File: config.mk
export PLATFORM = sky130hd
export DESIGN_NAME = hazard_scoreboard_flat
export DESIGN_NICKNAME = d
export VERILOG_FILES = /design/src/rtl/hazard_scoreboard_pkg.sv /design/src/rtl/hazard_scoreboard_if.sv /design/src/rtl/hazard_scoreboard_fw_sel.sv /design/src/rtl/hazard_scoreboard.sv /design/src/flat_wrapper.sv
export SDC_FILE = /design/constraint.sdc
export NUM_CORES = 1
export LEC_CHECK = 0
export CAP_MARGIN = 20
export CORE_UTILIZATION = 49
export CTS_CLUSTER_DIAMETER = 60
export DETAILED_ROUTE_END_ITERATION = 10
export GPL_TIMING_DRIVEN = 0
export PLACE_DENSITY = 0.85
export SLEW_MARGIN = 30
export SYNTH_ARGS = -nofsm -noshare
export SYNTH_HDL_FRONTEND = slang
export SYNTH_SLANG_ARGS = --single-unit
File: constraint.sdc
create_clock -name clk -period 3.6 [get_ports clk]
set_clock_uncertainty 0.2 [all_clocks]
set_input_delay 0.72 -clock clk [delete_from_list [all_inputs] [get_ports clk]]
set_output_delay 0.72 -clock clk [all_outputs]
set_load 0.1 [all_outputs]
File: src/rtl/hazard_scoreboard_pkg.sv
// Shared types and helpers for the decode hazard unit.
// No logic of its own; zero latency.
// No flow control here; consumers apply stall/forward decisions.
package hazard_scoreboard_pkg;

  typedef enum logic [1:0] {
    HZ_ALU  = 2'd0,
    HZ_LOAD = 2'd1,
    HZ_LONG = 2'd2
  } hz_kind_e;

  localparam int FW_NONE = 0;

  function automatic int fw_width(input int fw_stages);
    return (fw_stages < 1) ? 1 : $clog2(fw_stages + 1);
  endfunction

  // First post-E stage at which a producer's result can be forwarded.
  function automatic int ready_stage(input logic is_load, input int load_lat);
    return is_load ? 1 + load_lat : 1;
  endfunction

endpackage

File: src/rtl/hazard_scoreboard_if.sv
// Decode-side bundle between the datapath and the hazard unit.
// Purely wiring; outputs are combinational from the slave side.
// Master drives decode/long-unit status, slave returns stall and forward selects.
interface hazard_scoreboard_if #(
  parameter int NREGS     = 32,
  parameter int FW_STAGES = 2
);
  localparam int RW   = $clog2(NREGS);
  localparam int FW_W = hazard_scoreboard_pkg::fw_width(FW_STAGES);

  logic                               d_valid;
  logic [RW-1:0]                      d_rs1;
  logic [RW-1:0]                      d_rs2;
  logic                               d_use1;
  logic                               d_use2;
  logic [RW-1:0]                      d_rd;
  logic                               d_we;
  hazard_scoreboard_pkg::hz_kind_e    d_kind;
  logic                               flush;
  logic                               long_busy;
  logic                               long_wb_valid;
  logic [RW-1:0]                      long_wb_rd;
  logic                               stall;
  logic [FW_W-1:0]                    fw_a;
  logic [FW_W-1:0]                    fw_b;

  modport master (
    output d_valid, d_rs1, d_rs2, d_use1, d_use2, d_rd, d_we, d_kind,
    output flush, long_busy, long_wb_valid, long_wb_rd,
    input  stall, fw_a, fw_b
  );

  modport slave (
    input  d_valid, d_rs1, d_rs2, d_use1, d_use2, d_rd, d_we, d_kind,
    input  flush, long_busy, long_wb_valid, long_wb_rd,
    output stall, fw_a, fw_b
  );
endinterface

File: src/rtl/hazard_scoreboard_fw_sel.sv
// Youngest-producer match for one source register over tracked stages 1..FW_STAGES.
// Combinational, zero latency.
// No backpressure; pos is the matching stage (0 = none), rdy says it can forward.
module hazard_fw_sel
  import hazard_scoreboard_pkg::*;
#(
  parameter int FW_STAGES = 2,
  parameter int LOAD_LAT  = 1,
  parameter int RW        = 5,
  parameter int FW_W      = fw_width(FW_STAGES)
) (
  input  logic [RW-1:0]                 src,
  input  logic                          src_use,
  input  logic [FW_STAGES-1:0]          cand_wr,
  input  logic [FW_STAGES-1:0]          cand_load,
  input  logic [FW_STAGES-1:0][RW-1:0]  cand_rd,
  output logic [FW_W-1:0]               pos,
  output logic                          rdy
);
  logic found;

  // Candidate i sits at stage i+1; the first hit is the youngest producer.
  always_comb begin
    pos   = '0;
    rdy   = 1'b0;
    found = 1'b0;
    for (int i = 0; i < FW_STAGES; i++) begin
      if (!found && src_use && (src != '0) && cand_wr[i] && (cand_rd[i] == src)) begin
        found = 1'b1;
        pos   = FW_W'(i + 1);
        rdy   = ((i + 1) >= ready_stage(cand_load[i], LOAD_LAT));
      end
    end
  end
endmodule

File: src/rtl/hazard_scoreboard.sv
// Hazard unit: tracks in-flight rd across post-decode stages, picks E forwarding, stalls D.
// stall/fw are combinational from D inputs and registered state; D-to-E is 1 cycle.
// stall holds D and bubbles E; flush kills D. HAZARD_LONG_OP_EN adds the mul/div pend scoreboard.
module hazard_scoreboard
  import hazard_scoreboard_pkg::*;
#(
  parameter int FW_STAGES = 2,
  parameter int LOAD_LAT  = 1,
  parameter int NREGS     = 32
) (
  input  logic               clk,
  input  logic               rst,
  hazard_scoreboard_if.slave hz
);
  localparam int RW   = $clog2(NREGS);
  localparam int FW_W = fw_width(FW_STAGES);

  typedef struct packed {
    logic          vld;
    logic          we;
    hz_kind_e      kind;
    logic [RW-1:0] rd;
  } ent_t;

  typedef struct packed {
    logic          use1;
    logic          use2;
    logic [RW-1:0] rs1;
    logic [RW-1:0] rs2;
  } src_t;

  ent_t [FW_STAGES:0]            pipe;
  src_t                          e_src;
  ent_t                          d_ent;
  src_t                          d_src;
  logic                          advance, stall, load_hz, long_hz;
  logic [FW_STAGES-1:0]          e_wr, e_ld, d_wr, d_ld;
  logic [FW_STAGES-1:0][RW-1:0]  e_rd, d_rdv;
  logic [FW_W-1:0]               pos_a, pos_b, pos_1, pos_2;
  logic                          rdy_a, rdy_b, rdy_1, rdy_2;

  always_comb begin
    advance   = hz.d_valid & ~stall & ~hz.flush;
    d_ent.vld = advance;
    d_ent.rd  = hz.d_rd;
`ifdef HAZARD_LONG_OP_EN
    // Long-op results never forward; the pend scoreboard owns them.
    d_ent.kind = hz.d_kind;
    d_ent.we   = hz.d_we & (hz.d_kind != HZ_LONG);
`else
    d_ent.kind = (hz.d_kind == HZ_LONG) ? HZ_ALU : hz.d_kind;
    d_ent.we   = hz.d_we;
`endif
    d_src.use1 = hz.d_use1;
    d_src.use2 = hz.d_use2;
    d_src.rs1  = hz.d_rs1;
    d_src.rs2  = hz.d_rs2;
  end

  always_ff @(posedge clk) begin
    if (rst) begin
      pipe  <= '0;
      e_src <= '0;
    end else begin
      pipe[0] <= d_ent;
      e_src   <= d_src;
      for (int k = 1; k <= FW_STAGES; k++) pipe[k] <= pipe[k-1];
    end
  end

  // E operands look at entries 1..N; the D check looks one stage earlier (entry s lands at s+1).
  always_comb begin
    for (int k = 0; k < FW_STAGES; k++) begin
      e_wr[k]  = pipe[k+1].vld & pipe[k+1].we;
      e_ld[k]  = (pipe[k+1].kind == HZ_LOAD);
      e_rd[k]  = pipe[k+1].rd;
      d_wr[k]  = pipe[k].vld & pipe[k].we;
      d_ld[k]  = (pipe[k].kind == HZ_LOAD);
      d_rdv[k] = pipe[k].rd;
    end
  end

  hazard_fw_sel #(.FW_STAGES(FW_STAGES), .LOAD_LAT(LOAD_LAT), .RW(RW), .FW_W(FW_W)) u_sel_a (
    .src(e_src.rs1), .src_use(pipe[0].vld & e_src.use1),
    .cand_wr(e_wr), .cand_load(e_ld), .cand_rd(e_rd), .pos(pos_a), .rdy(rdy_a));

  hazard_fw_sel #(.FW_STAGES(FW_STAGES), .LOAD_LAT(LOAD_LAT), .RW(RW), .FW_W(FW_W)) u_sel_b (
    .src(e_src.rs2), .src_use(pipe[0].vld & e_src.use2),
    .cand_wr(e_wr), .cand_load(e_ld), .cand_rd(e_rd), .pos(pos_b), .rdy(rdy_b));

  hazard_fw_sel #(.FW_STAGES(FW_STAGES), .LOAD_LAT(LOAD_LAT), .RW(RW), .FW_W(FW_W)) u_chk_1 (
    .src(hz.d_rs1), .src_use(hz.d_use1),
    .cand_wr(d_wr), .cand_load(d_ld), .cand_rd(d_rdv), .pos(pos_1), .rdy(rdy_1));

  hazard_fw_sel #(.FW_STAGES(FW_STAGES), .LOAD_LAT(LOAD_LAT), .RW(RW), .FW_W(FW_W)) u_chk_2 (
    .src(hz.d_rs2), .src_use(hz.d_use2),
    .cand_wr(d_wr), .cand_load(d_ld), .cand_rd(d_rdv), .pos(pos_2), .rdy(rdy_2));

  assign load_hz = ((pos_1 != '0) & ~rdy_1) | ((pos_2 != '0) & ~rdy_2);

`ifdef HAZARD_LONG_OP_EN
  logic [NREGS-1:0] pend, pend_set, pend_clr;

  assign pend_set = (advance && (hz.d_kind == HZ_LONG) && hz.d_we && (hz.d_rd != '0))
                    ? (NREGS'(1) << hz.d_rd) : '0;
  assign pend_clr = hz.long_wb_valid ? (NREGS'(1) << hz.long_wb_rd) : '0;

  // Set is applied after clear so a same-cycle reissue keeps the register pending.
  always_ff @(posedge clk) begin
    if (rst) pend <= '0;
    else     pend <= (pend & ~pend_clr) | pend_set;
  end

  assign long_hz = (hz.d_use1 & pend[hz.d_rs1])
                 | (hz.d_use2 & pend[hz.d_rs2])
                 | ((hz.d_kind == HZ_LONG) & (hz.long_busy | pend[hz.d_rd]))
                 | (hz.d_we & pend[hz.d_rd]);
`else
  assign long_hz = 1'b0;
`endif

  assign stall    = hz.d_valid & ~hz.flush & (load_hz | long_hz);
  assign hz.stall = stall;
  assign hz.fw_a  = rdy_a ? pos_a : FW_W'(FW_NONE);
  assign hz.fw_b  = rdy_b ? pos_b : FW_W'(FW_NONE);

endmodule

File: src/flat_wrapper.sv
// flat-port wrapper written by rule: the top's interface ports become plain ports
module hazard_scoreboard_flat import hazard_scoreboard_pkg::*;
#(
  parameter int FW_STAGES = 2,
  parameter int LOAD_LAT  = 1,
  parameter int NREGS     = 32
)
  (clk, rst, hz_d_valid, hz_d_rs1, hz_d_rs2, hz_d_use1, hz_d_use2, hz_d_rd, hz_d_we, hz_d_kind, hz_flush, hz_long_busy, hz_long_wb_valid, hz_long_wb_rd, hz_stall, hz_fw_a, hz_fw_b);
  hazard_scoreboard_if #(.NREGS(NREGS), .FW_STAGES(FW_STAGES)) hz_i ();
  input  logic clk;
  input  logic rst;
  input wire logic [$bits(hz_i.d_valid)-1:0] hz_d_valid;
  input wire logic [$bits(hz_i.d_rs1)-1:0] hz_d_rs1;
  input wire logic [$bits(hz_i.d_rs2)-1:0] hz_d_rs2;
  input wire logic [$bits(hz_i.d_use1)-1:0] hz_d_use1;
  input wire logic [$bits(hz_i.d_use2)-1:0] hz_d_use2;
  input wire logic [$bits(hz_i.d_rd)-1:0] hz_d_rd;
  input wire logic [$bits(hz_i.d_we)-1:0] hz_d_we;
  input wire logic [$bits(hz_i.d_kind)-1:0] hz_d_kind;
  input wire logic [$bits(hz_i.flush)-1:0] hz_flush;
  input wire logic [$bits(hz_i.long_busy)-1:0] hz_long_busy;
  input wire logic [$bits(hz_i.long_wb_valid)-1:0] hz_long_wb_valid;
  input wire logic [$bits(hz_i.long_wb_rd)-1:0] hz_long_wb_rd;
  output wire logic [$bits(hz_i.stall)-1:0] hz_stall;
  output wire logic [$bits(hz_i.fw_a)-1:0] hz_fw_a;
  output wire logic [$bits(hz_i.fw_b)-1:0] hz_fw_b;
  assign hz_i.d_valid = hz_d_valid;
  assign hz_i.d_rs1 = hz_d_rs1;
  assign hz_i.d_rs2 = hz_d_rs2;
  assign hz_i.d_use1 = hz_d_use1;
  assign hz_i.d_use2 = hz_d_use2;
  assign hz_i.d_rd = hz_d_rd;
  assign hz_i.d_we = hz_d_we;
  assign hz_i.d_kind = hz_d_kind;
  assign hz_i.flush = hz_flush;
  assign hz_i.long_busy = hz_long_busy;
  assign hz_i.long_wb_valid = hz_long_wb_valid;
  assign hz_i.long_wb_rd = hz_long_wb_rd;
  assign hz_stall = hz_i.stall;
  assign hz_fw_a = hz_i.fw_a;
  assign hz_fw_b = hz_i.fw_b;
  hazard_scoreboard #(.FW_STAGES(FW_STAGES), .LOAD_LAT(LOAD_LAT), .NREGS(NREGS)) u_core (.clk(clk), .rst(rst), .hz(hz_i));
endmodule
==> results.sh, run 1 <==
export IMPL_rows=19
export IMPL_synth_top_cell_area_share=0.5060
export IMPL_cts_sinks=37
export IMPL_cap_viol_max_count=0
export IMPL_fillers=218
export IMPL_clock_fmax_mhz=289.0
export IMPL_crit_required_ps=2680
export IMPL_gp_congestion=0.8806
export IMPL_antenna_left=0
export IMPL_dieArea_um2=3210
export IMPL_hold_class="reg -> reg"
export IMPL_violations="design-rule violations"
export IMPL_port_buffers=28
export IMPL_dr_pass1_iters=7
export IMPL_cts_made_buffers=5
export IMPL_rsz0062_at_grt="false"
export IMPL_finalSetupViolations=0
export IMPL_p_sw_frac=0.2220
export IMPL_finalHoldViolCount=0
export IMPL_min_period_ps=3461
export IMPL_slew_violations=0
export IMPL_internal_power_w=0.0005939
export IMPL_p_seq_frac=0.582
export IMPL_antenna_found_initial=0
export IMPL_diodes=0
export IMPL_fp_dieH_um=56.66
export IMPL_startpoint="hz_d_rs2[1]"
export IMPL_finalCritPeriodShare=0.9613
export IMPL_path_delay_family="buffers and inverters"
export IMPL_core_area_um2=2805
export IMPL_path_class="in -> out"
export IMPL_arrival_ps=2540
export IMPL_area_growth_pct=27.86
export IMPL_synth_area_leader_cell="dfxtp_1"
export IMPL_max_slew_margin=0.3678
export IMPL_avgRoutedWirePerCell_um=13.17
export IMPL_post_cts_buffers=0
export IMPL_p_sw_w=0.0001695
export IMPL_total_power_w=0.0007635
export IMPL_hp_start="u_core.pipe[6]$_SDFF_PP0_"
export IMPL_drtIter0Drc=22
export IMPL_cts_buffer_depth=2
export IMPL_drc=4
export IMPL_endpoint_kind="output pin"
export IMPL_worstPathCellList="clkdlybuf4s50_1 > xnor2_1 > o2111ai_1 > a211o_1 > a21oi_2 > clkdlybuf4s15_2"
export IMPL_htreeDepth=2
export IMPL_r2r_start="u_core.pipe[8]$_SDFF_PP0_"
export IMPL_layout_drive_gt1_share=0.09714
export IMPL_cts_clk_slew_worst_paths_ps=100
export IMPL_yosys_cell_types_count=20
export IMPL_synth_area_um2=1464
export IMPL_path_buf_inv=2
export IMPL_top_level_ports=36
export IMPL_grt_ovfl_total=0
export IMPL_cts_resized=11
export IMPL_ctsHoldBuffers=0
export IMPL_slowest_stage="clkdlybuf4s15_2"
export IMPL_cellLeakagePower_nw=0.6789
export IMPL_synth_fp_nets=170
export IMPL_wirelength_um=2714
export IMPL_insertion_delay_ps=320
export IMPL_startpoint_type="primary input"
export IMPL_max_stage_delay_ps=570
export IMPL_track_usage=0.1955
export IMPL_grt_first_pass_wirelength_um=4657
export IMPL_synth_seq_cells=37
export IMPL_die_x_um=56.66
export IMPL_power_density_nw_per_um2=407.9
export IMPL_synth_seq_area_share=0.5060
export IMPL_vias=1055
export IMPL_grt_max_degree=12
export IMPL_final_core_util=0.6673
export IMPL_fin_ws_ps=139.2
export IMPL_ys_warn_count=0
export IMPL_yosys_top_cells_area="dfxtp_1 51%, xnor2_1 16%, nor2b_1 15%, nand4_1 2.1%, nor4b_2 2.1%"
export IMPL_nNetsFinal=205
export IMPL_comb_power_share=0.111
export IMPL_post_place_ws_ps=-402.6
export IMPL_grt_pass1_vias=1110
export IMPL_worstMarginPinSlew_ps=952.1
export IMPL_initial_core_util=0.5219
export IMPL_syn_inst=139
export IMPL_ir_worst_vdd_uv=295.4
export IMPL_synth_area_per_cell_um2=10.53
export IMPL_post_dp_hpwl_um=2236
export IMPL_clkPwrFrac=0.307
export IMPL_tritoncts="yes"
export IMPL_status="complete, but fails checks"
export IMPL_viasPerCell=5.121
export IMPL_root_buffer="clkbuf_4"
export IMPL_cp_max_fo=3
## Yosys cell counts
master / n
a21oi_1: 1
nand4_1: 5
nor2b_1: 34
or4_1: 4
o41ai_1: 2
xnor2_1: 26
inv_1: 3
and4b_1: 2
o211ai_2: 2
nand3_1: 3
nor2_1: 5
and2_1: 1
nand2_1: 3
dfxtp_1: 37
nand2b_1: 1
clkbuf_1: 3
nor4b_2: 2
xor2_1: 2
o2111ai_1: 1
a211o_1: 2
## kinds of logic (layout without fill, tap and decap cells)
logic type / after synthesis / in the layout / share of synthesized area
AOI/OAI and AO/OA: 8 / 8 / 0.05043
DFF: 37 / 37 / 0.5060
and+or+nand+nor: 60 / 60 / 0.2607
buffers and inverters: 6 / 42 / 0.01538
xor gates and xnor gates: 28 / 28 / 0.1675
## layout make-up
type / count / area [um2] / area share
Tap cell: 31 / 38.79 / 0.02072
Clock inverter: 1 / 5.005 / 0.002674
Buffer: 3 / 11.26 / 0.006016
Sequential cell: 37 / 740.7 / 0.3957
Inverter: 3 / 11.26 / 0.006016
Multi-Input combinational cell: 96 / 721.9 / 0.3857
Clock buffer: 7 / 65.06 / 0.03476
Timing Repair Buffer: 28 / 277.8 / 0.1484
## sequential cells by signal (all words and copies together), names as in the netlist
register / cells
u_core.d_rdv: 10
u_core.e_rd: 5
u_core.e_src: 12
u_core.pipe: 10
## layout by cell type, fill, tap and decap left out, drive strengths merged, types with 3 or more instances in the layout
master / count
dfxtp: 37
nor2b: 34
xnor2: 26
clkdlybuf4s50: 23
clkbuf: 11
nand4: 5
nor2: 5
or4: 4
nand2: 3
inv: 3
nand3: 3
clkdlybuf4s15: 3
## per-stage QoR
stage	std cells	hold WS [ps]	cell area (um2)	TNS [ps]
detailed placement	198	251.4	1804	-402.6
global placement	198	243.4	1804	-389.2
floorplan	139	230.0	1485	0
global route	206	281.0	1872	0
CTS	206	269.7	1876	0
finish	206	269.8	1872	0
## layer usage
layer | share of wire | routed length (um) | GRT usage
met1 | 0.39 | 1051 | 0.1903
met2 | 0.55 | 1484 | 0.3622
met3 | 0.055 | 150 | 0.07143
met4 | 0.0099 | 27 | 0.08929
met5 | 0 | 0 | 0
## final timing paths
check                          endpoint  slack [ps]  cells past startpoint
min          u_core.pipe[15]$_SDFF_PP0_         270                      1
max                            hz_stall         140                      6
max reg2reg   u_core.pipe[8]$_SDFF_PP0_        2010                      4
min reg2reg  u_core.pipe[15]$_SDFF_PP0_         270                      1
## power groups by stage
| stage | combinational (W) | clock (W) | sequential [W] |
|---|---|---|---|
| floorplan | 0.0000482 | 0 | 0.000449 |
| global placement | 0.0000826 | 0 | 0.000453 |
| detailed placement | 0.0000851 | 0 | 0.000454 |
| CTS | 0.0000854 | 0.000244 | 0.000444 |
| global route | 0.0000924 | 0.000264 | 0.000446 |
| finish | 0.0000845 | 0.000235 | 0.000444 |
## worst reg2reg max path: stages (launching register included)
cell	delay [ps]
dfxtp_1	460
and4b_1	290
nand2_1	60
a211o_1	300
and4b_1	190
No activity file was read; power rests on OpenSTA's default activity.
==> run 2, diff against run 1 <==
- SLEW_MARGIN: 30 -> 20
==> results of run 2 <==
The final DEF is identical to that of run 1; final timing and power are the same.
